File: src/rtl/aes_pkg.sv
// Shared AES definitions: sizes, round-constant values, FSM state type and the
// GF(2^8) xtime helper used by the key schedule.
package aes_pkg;

    localparam int unsigned AES_WORD  = 8;   // bits per byte
    localparam int unsigned AES_BYTES = 16;  // bytes per state / key
    localparam int unsigned AES_NR    = 10;  // rounds for AES-128
    localparam int unsigned AES_IDX_W = 4;   // round-index width

    localparam logic [7:0] AES_RCON_INIT = 8'h01;
    localparam logic [7:0] AES_RED_POLY  = 8'h1B;  // x^8 reduction (x^4+x^3+x+1)

    typedef enum logic {
        IDLE,
        RUN
    } aes_state_e;

    // Multiply by x in GF(2^8).
    function automatic logic [7:0] aes_xtime(input logic [7:0] r);
        return {r[6:0], 1'b0} ^ (r[7] ? AES_RED_POLY : 8'h00);
    endfunction

endpackage

File: src/rtl/aes_sbox.sv
// Combinational AES forward S-box.
// Ports:
//   data_i - input byte
//   data_o - substituted byte
module aes_sbox (
    input  logic [7:0] data_i,
    output logic [7:0] data_o
);

    // Byte n of the table sits at bits [2047-8n -: 8].
    localparam logic [2047:0] SBOX_TBL = {
        128'h637c777bf26b6fc53001672bfed7ab76,
        128'hca82c97dfa5947f0add4a2af9ca472c0,
        128'hb7fd9326363ff7cc34a5e5f171d83115,
        128'h04c723c31896059a071280e2eb27b275,
        128'h09832c1a1b6e5aa0523bd6b329e32f84,
        128'h53d100ed20fcb15b6acbbe394a4c58cf,
        128'hd0efaafb434d338545f9027f503c9fa8,
        128'h51a3408f929d38f5bcb6da2110fff3d2,
        128'hcd0c13ec5f974417c4a77e3d645d1973,
        128'h60814fdc222a908846eeb814de5e0bdb,
        128'he0323a0a4906245cc2d3ac629195e479,
        128'he7c8376d8dd54ea96c56f4ea657aae08,
        128'hba78252e1ca6b4c6e8dd741f4bbd8b8a,
        128'h703eb5664803f60e613557b986c11d9e,
        128'he1f8981169d98e949b1e87e9ce5528df,
        128'h8ca1890dbfe6426841992d0fb054bb16
    };

    logic [10:0] bit_hi;

    assign bit_hi = 11'd2047 - {data_i, 3'b000};
    assign data_o = SBOX_TBL[bit_hi -: 8];

endmodule

File: src/rtl/aes_key_expand_seq.sv
// Sequential AES-128 key schedule. Emits round keys 0..NR one per ready/valid
// handshake; round 0 is the cipher key itself.
// Optional feature: define AES_KEY_STORE_EN to keep every accepted round key in
// an (NR+1)-entry register file readable through rd_idx/rd_key.
// Ports:
//   clk, rst_n        - clock, asynchronous active-low reset
//   start, key_in     - load a cipher key (ignored while busy)
//   rk_ready          - consumer accepts rk_out this cycle
//   rk_valid, rk_out  - current round key and its validity
//   rk_idx            - round index of rk_out
//   busy              - schedule in progress
//   done              - one-cycle pulse after the last key is accepted
//   rd_idx, rd_key    - stored-key read port (AES_KEY_STORE_EN only)
module aes_key_expand_seq
    import aes_pkg::*;
#(
    parameter int unsigned word_size  = AES_WORD,
    parameter int unsigned array_size = AES_BYTES,
    parameter int unsigned NR         = AES_NR
) (
    input  logic                            clk,
    input  logic                            rst_n,
    input  logic                            start,
    input  logic [word_size*array_size-1:0] key_in,
    input  logic                            rk_ready,
    output logic                            rk_valid,
    output logic [word_size*array_size-1:0] rk_out,
    output logic [AES_IDX_W-1:0]            rk_idx,
    output logic                            busy,
    output logic                            done
`ifdef AES_KEY_STORE_EN
    ,
    input  logic [AES_IDX_W-1:0]            rd_idx,
    output logic [word_size*array_size-1:0] rd_key
`endif
);

    localparam int unsigned KeyW = word_size * array_size;
    localparam logic [AES_IDX_W-1:0] LastIdx = AES_IDX_W'(NR);

    if (array_size != 16 || word_size != 8) begin : g_bad_cfg
        $error("aes_key_expand_seq supports AES-128 only (8-bit words, 16 bytes)");
    end

    aes_state_e           state_q, state_d;
    logic [KeyW-1:0]      rk_out_q, rk_out_d;
    logic [AES_IDX_W-1:0] rk_idx_q, rk_idx_d;
    logic [7:0]           rcon_q, rcon_d;
    logic                 rk_valid_q, rk_valid_d;
    logic                 busy_q, busy_d;
    logic                 done_q, done_d;
    logic                 accept;

    // next_key datapath: t = SubWord(RotWord(w3)) ^ {rcon, 24'h0}
    logic [31:0] rot_w, sub_w, t_w;
    logic [31:0] nw0, nw1, nw2, nw3;

    assign rot_w = {rk_out_q[23:0], rk_out_q[31:24]};

    for (genvar b = 0; b < 4; b++) begin : g_sbox
        aes_sbox u_sbox (
            .data_i (rot_w[8*b +: 8]),
            .data_o (sub_w[8*b +: 8])
        );
    end

    always_comb begin
        t_w = sub_w ^ {rcon_q, 24'h0};
        nw0 = rk_out_q[127:96] ^ t_w;
        nw1 = rk_out_q[95:64]  ^ nw0;
        nw2 = rk_out_q[63:32]  ^ nw1;
        nw3 = rk_out_q[31:0]   ^ nw2;
    end

    assign accept = (state_q == RUN) && rk_valid_q && rk_ready;

    always_comb begin
        state_d    = state_q;
        rk_out_d   = rk_out_q;
        rk_idx_d   = rk_idx_q;
        rcon_d     = rcon_q;
        rk_valid_d = rk_valid_q;
        busy_d     = busy_q;
        done_d     = 1'b0;
        unique case (state_q)
            IDLE: begin
                if (start) begin
                    rk_out_d   = key_in;
                    rk_idx_d   = '0;
                    rcon_d     = AES_RCON_INIT;
                    rk_valid_d = 1'b1;
                    busy_d     = 1'b1;
                    state_d    = RUN;
                end
            end
            RUN: begin
                // start is deliberately not looked at here: no restart mid-schedule.
                if (accept) begin
                    if (rk_idx_q == LastIdx) begin
                        rk_valid_d = 1'b0;
                        busy_d     = 1'b0;
                        done_d     = 1'b1;
                        state_d    = IDLE;
                    end else begin
                        rk_out_d = {nw0, nw1, nw2, nw3};
                        rk_idx_d = rk_idx_q + 4'd1;
                        rcon_d   = aes_xtime(rcon_q);
                    end
                end
            end
            default: state_d = IDLE;
        endcase
    end

    always_ff @(posedge clk or negedge rst_n) begin
        if (!rst_n) begin
            state_q    <= IDLE;
            rk_out_q   <= '0;
            rk_idx_q   <= '0;
            rcon_q     <= AES_RCON_INIT;
            rk_valid_q <= 1'b0;
            busy_q     <= 1'b0;
            done_q     <= 1'b0;
        end else begin
            state_q    <= state_d;
            rk_out_q   <= rk_out_d;
            rk_idx_q   <= rk_idx_d;
            rcon_q     <= rcon_d;
            rk_valid_q <= rk_valid_d;
            busy_q     <= busy_d;
            done_q     <= done_d;
        end
    end

    assign rk_valid = rk_valid_q;
    assign rk_out   = rk_out_q;
    assign rk_idx   = rk_idx_q;
    assign busy     = busy_q;
    assign done     = done_q;

`ifdef AES_KEY_STORE_EN
    // Keys survive start so a decryption engine can walk them in reverse order.
    logic [KeyW-1:0] store_q [NR+1];
    logic [KeyW-1:0] store_d [NR+1];
    logic [KeyW-1:0] rd_key_q, rd_key_d;

    always_comb begin
        store_d = store_q;
        if (accept) begin
            store_d[rk_idx_q] = rk_out_q;
        end
        rd_key_d = '0;
        if (rd_idx <= LastIdx) begin
            rd_key_d = store_q[rd_idx];
        end
    end

    always_ff @(posedge clk or negedge rst_n) begin
        if (!rst_n) begin
            store_q  <= '{default: '0};
            rd_key_q <= '0;
        end else begin
            store_q  <= store_d;
            rd_key_q <= rd_key_d;
        end
    end

    assign rd_key = rd_key_q;
`endif

endmodule

File: config.mk
export PLATFORM = sky130hd
export DESIGN_NAME = aes_key_expand_seq
export DESIGN_NICKNAME = d
export VERILOG_FILES = /design/src/rtl/aes_pkg.sv /design/src/rtl/aes_sbox.sv /design/src/rtl/aes_key_expand_seq.sv
export SDC_FILE = /design/constraint.sdc
export NUM_CORES = 1
export LEC_CHECK = 0
export CAP_MARGIN = 5
export CORE_AREA = 2 2 278 280
export CTS_CLUSTER_SIZE = 30
export DETAILED_ROUTE_END_ITERATION = 6
export DIE_AREA = 0 0 280 282
export MAX_ROUTING_LAYER = met4
export PLACE_DENSITY = 0.46
export SYNTH_ARGS = -nofsm -noshare
export SYNTH_HDL_FRONTEND = slang
export SYNTH_SLANG_ARGS = --single-unit
export TNS_END_PERCENT = 5
File: constraint.sdc
create_clock -name clk -period 4.91 [get_ports clk]
set_clock_uncertainty 0.2 [all_clocks]
set_input_delay 0.982 -clock clk [delete_from_list [all_inputs] [get_ports clk]]
set_output_delay 0.982 -clock clk [all_outputs]
set_load 0.01 [all_outputs]
==> results.json <==
{
  "worstSetupStartpointType": "flop",
  "first_pass_iters": 7,
  "drcViolationCount": 10,
  "fin_crit_sh_pct": 89.9,
  "synthFlopType": "dfrtp_1",
  "drt-vias-per-instance": 6.57,
  "r2r_start": "rk_out[1]$_DFFE_PN0P_",
  "die_height_um": 282,
  "rsz0062_at_grt": "no",
  "setup_viol": 0,
  "slew_headroom_pct": 36.5,
  "ant_nets": 0,
  "drv_cap": 0,
  "slowest_delay_ns": 0.52,
  "die_w_um": 280,
  "clockRootBuffer": "clkbuf_16",
  "clkSinkCount": 143,
  "rows": 101,
  "insertion_delay_ns": 0.49,
  "final_common_cell": "clkdlybuf4s50_1",
  "drive_above_1_share_pct": 12.5,
  "r2r_setup_slack_ns": 0.50,
  "criticalPathCategory": "reg -> reg",
  "startpoint": "rk_out[1]$_DFFE_PN0P_",
  "period_needed_ns": 4.41,
  "hold_viol_final": 0,
  "critPathMaxFanout": 9,
  "dieArea_um2": 79000,
  "antenna_found_initial": 7,
  "cts_buffers": 17,
  "grt_max_degree": 112,
  "ctsHoldBuffers": 0,
  "hpwl_um": 88200,
  "syn_avg_cell_area_um2": 7.67,
  "fin_tns_setup_ns": 0,
  "gp_congestion": 0.987,
  "crit_buf_inv": 3,
  "worst_slew_pin_slew_ns": 0.941,
  "post_drt_wl_per_cell_um": 30.2,
  "grt_pass1_wl_um": 179000,
  "violations": "DRC",
  "reg2regPathDepth": 13,
  "synth_nets": 3151,
  "outcome": "finished with violations",
  "worstPathCellList": "inv_1, buf_4, ha_1, nand2_1, and3_1, a211oi_1, a311o_1, a311oi_1, nor2_1, xnor2_1, buf_4, mux2i_1, a311oi_1",
  "synthCells": 2957,
  "h-tree-depth": 4,
  "synth_edf_count": 0,
  "maxSlewViolCount": 0,
  "cts_buffer_depth": 2,
  "crit_family": "compound AO/OA/AOI/OAI gates",
  "gr-total-overflow": 0,
  "drt_wl_total_um": 123000,
  "area_delta_synth_final_pct": 19.6,
  "crit_path_top_delay_cell": "a211oi_1",
  "cts_setup_buffers": 0,
  "path_clk_slew_ns": 0.08,
  "hold_path_class": "in -> async",
  "max_freq_mhz": 227,
  "yosysUniqueCellTypes": 107,
  "grt_pass1_vias": 24900,
  "endpoint_kind": "flop",
  "layout_common_cells": "clkdlybuf4s50_1, nand2_1, o21ai_0",
  "ys_ff_latch": 143,
  "gr-usage-all-layers_pct": 31.0,
  "required_ns": 5.09,
  "layout.nets": 3259,
  "synthArstFlopShare_pct": 100,
  "ys_seq_area_share_pct": 15.8,
  "yosysWarnings": 0,
  "io_buffers": 266,
  "ios": 267,
  "via_count": 26700,
  "start_util_pct": 30.0,
  "timing.hold.ws_ns": 0.312,
  "worst_r2r_endpoint": "rk_out[14]$_DFFE_PN0P_",
  "cts_tree": "yes",
  "netlist_area_um2": 22700,
  "drt-initial-drc-count": 3714,
  "core_area_um2": 75700,
  "cts_resized": 0,
  "fill_cells": 7921,
  "arrival_ns": 4.60
}
==> cells by family (layout without fill, tap and decap cells) <==
group	count (synthesis)	after routing	share of synthesized area [%]
DFF	143	143	15.8
adders and majority gates	62	62	3.42
and+or+nand+nor	1032	1032	22.9
other	0	7	0
buffers and inverters	418	539	8.36
xor gates and xnor gates	130	130	6.31
muxes	148	148	10.9
AOI/OAI and AO/OA	1024	1024	32.3
==> worst max path at each step <==
stage | endpoint | depth (start not counted)
after floorplan | rk_out[56]$_DFFE_PN0P_ | 12
after global placement | rk_out[1]$_DFFE_PN0P_ | 14
after detailed placement | rk_out[47]$_DFFE_PN0P_ | 11
after CTS | rk_out[14]$_DFFE_PN0P_ | 13
after global routing | rk_out[12]$_DFFE_PN0P_ | 11
final | rk_out[14]$_DFFE_PN0P_ | 13
==> flip-flops by register name, summed over array words and instances, names as in the netlist <==
signal   count
busy         1
done         1
rcon_q       8
rk_idx       4
rk_out     128
state_q      1
==> layout make-up <==
type / count / area, µm² / share of cell area [%]
Timing Repair Buffer: 441 / 4170 / 15.4
Clock buffer: 21 / 450 / 1.66
Inverter: 66 / 248 / 0.914
Clock inverter: 11 / 156 / 0.577
Antenna cell: 7 / 17.5 / 0.0646
Multi-Input combinational cell: 2396 / 17200 / 63.6
Tap cell: 978 / 1220 / 4.51
Sequential cell: 143 / 3610 / 13.3
==> stage by stage <==
step | worst slack, ns | utilization [%] | cell area [µm²] | std cells
after floorplan | 1.03 | - | 22700 | 2957
after global placement | 0.575 | 35.0 | 26500 | 4024
after detailed placement | 0.605 | 35.0 | 26500 | 4024
after CTS | 0.564 | 35.8 | 27100 | 4056
after global routing | 0.254 | 35.8 | 27100 | 4062
final | 0.495 | 35.8 | 27100 | 4063
==> Yosys cell counts, types with 47 or more instances <==
library cell | number | area (µm²)
a21oi_1 | 158 | 791
a211oi_1 | 47 | 353
mux4_2 | 74 | 1670
o21ai_0 | 210 | 1050
nand2b_1 | 86 | 538
buf_2 | 132 | 661
nor2b_1 | 78 | 488
xnor2_1 | 76 | 666
nand2_1 | 248 | 931
o211ai_1 | 47 | 353
ha_1 | 62 | 776
nand3_1 | 81 | 405
inv_1 | 52 | 195
nor3_1 | 124 | 621
dfrtp_1 | 142 | 3550
clkbuf_1 | 171 | 642
mux2i_1 | 58 | 581
nor2_1 | 208 | 781
a221o_1 | 54 | 541
==> layer usage <==
| layer | track usage [%] | vias up | share of wire [%] |
|---|---|---|---|
| met5 | - | - | 0 |
| met4 | 8.89 | 0 | 2.9 |
| met3 | 4.40 | 203 | 8.8 |
| met2 | 45.7 | 1640 | 44 |
| met1 | 43.9 | 13400 | 44 |
| li1 | - | 11500 | - |
Power is left out: the tool's default activity adds up to more than one toggle a clock period on the data nets, which glitch-free logic cannot reach.
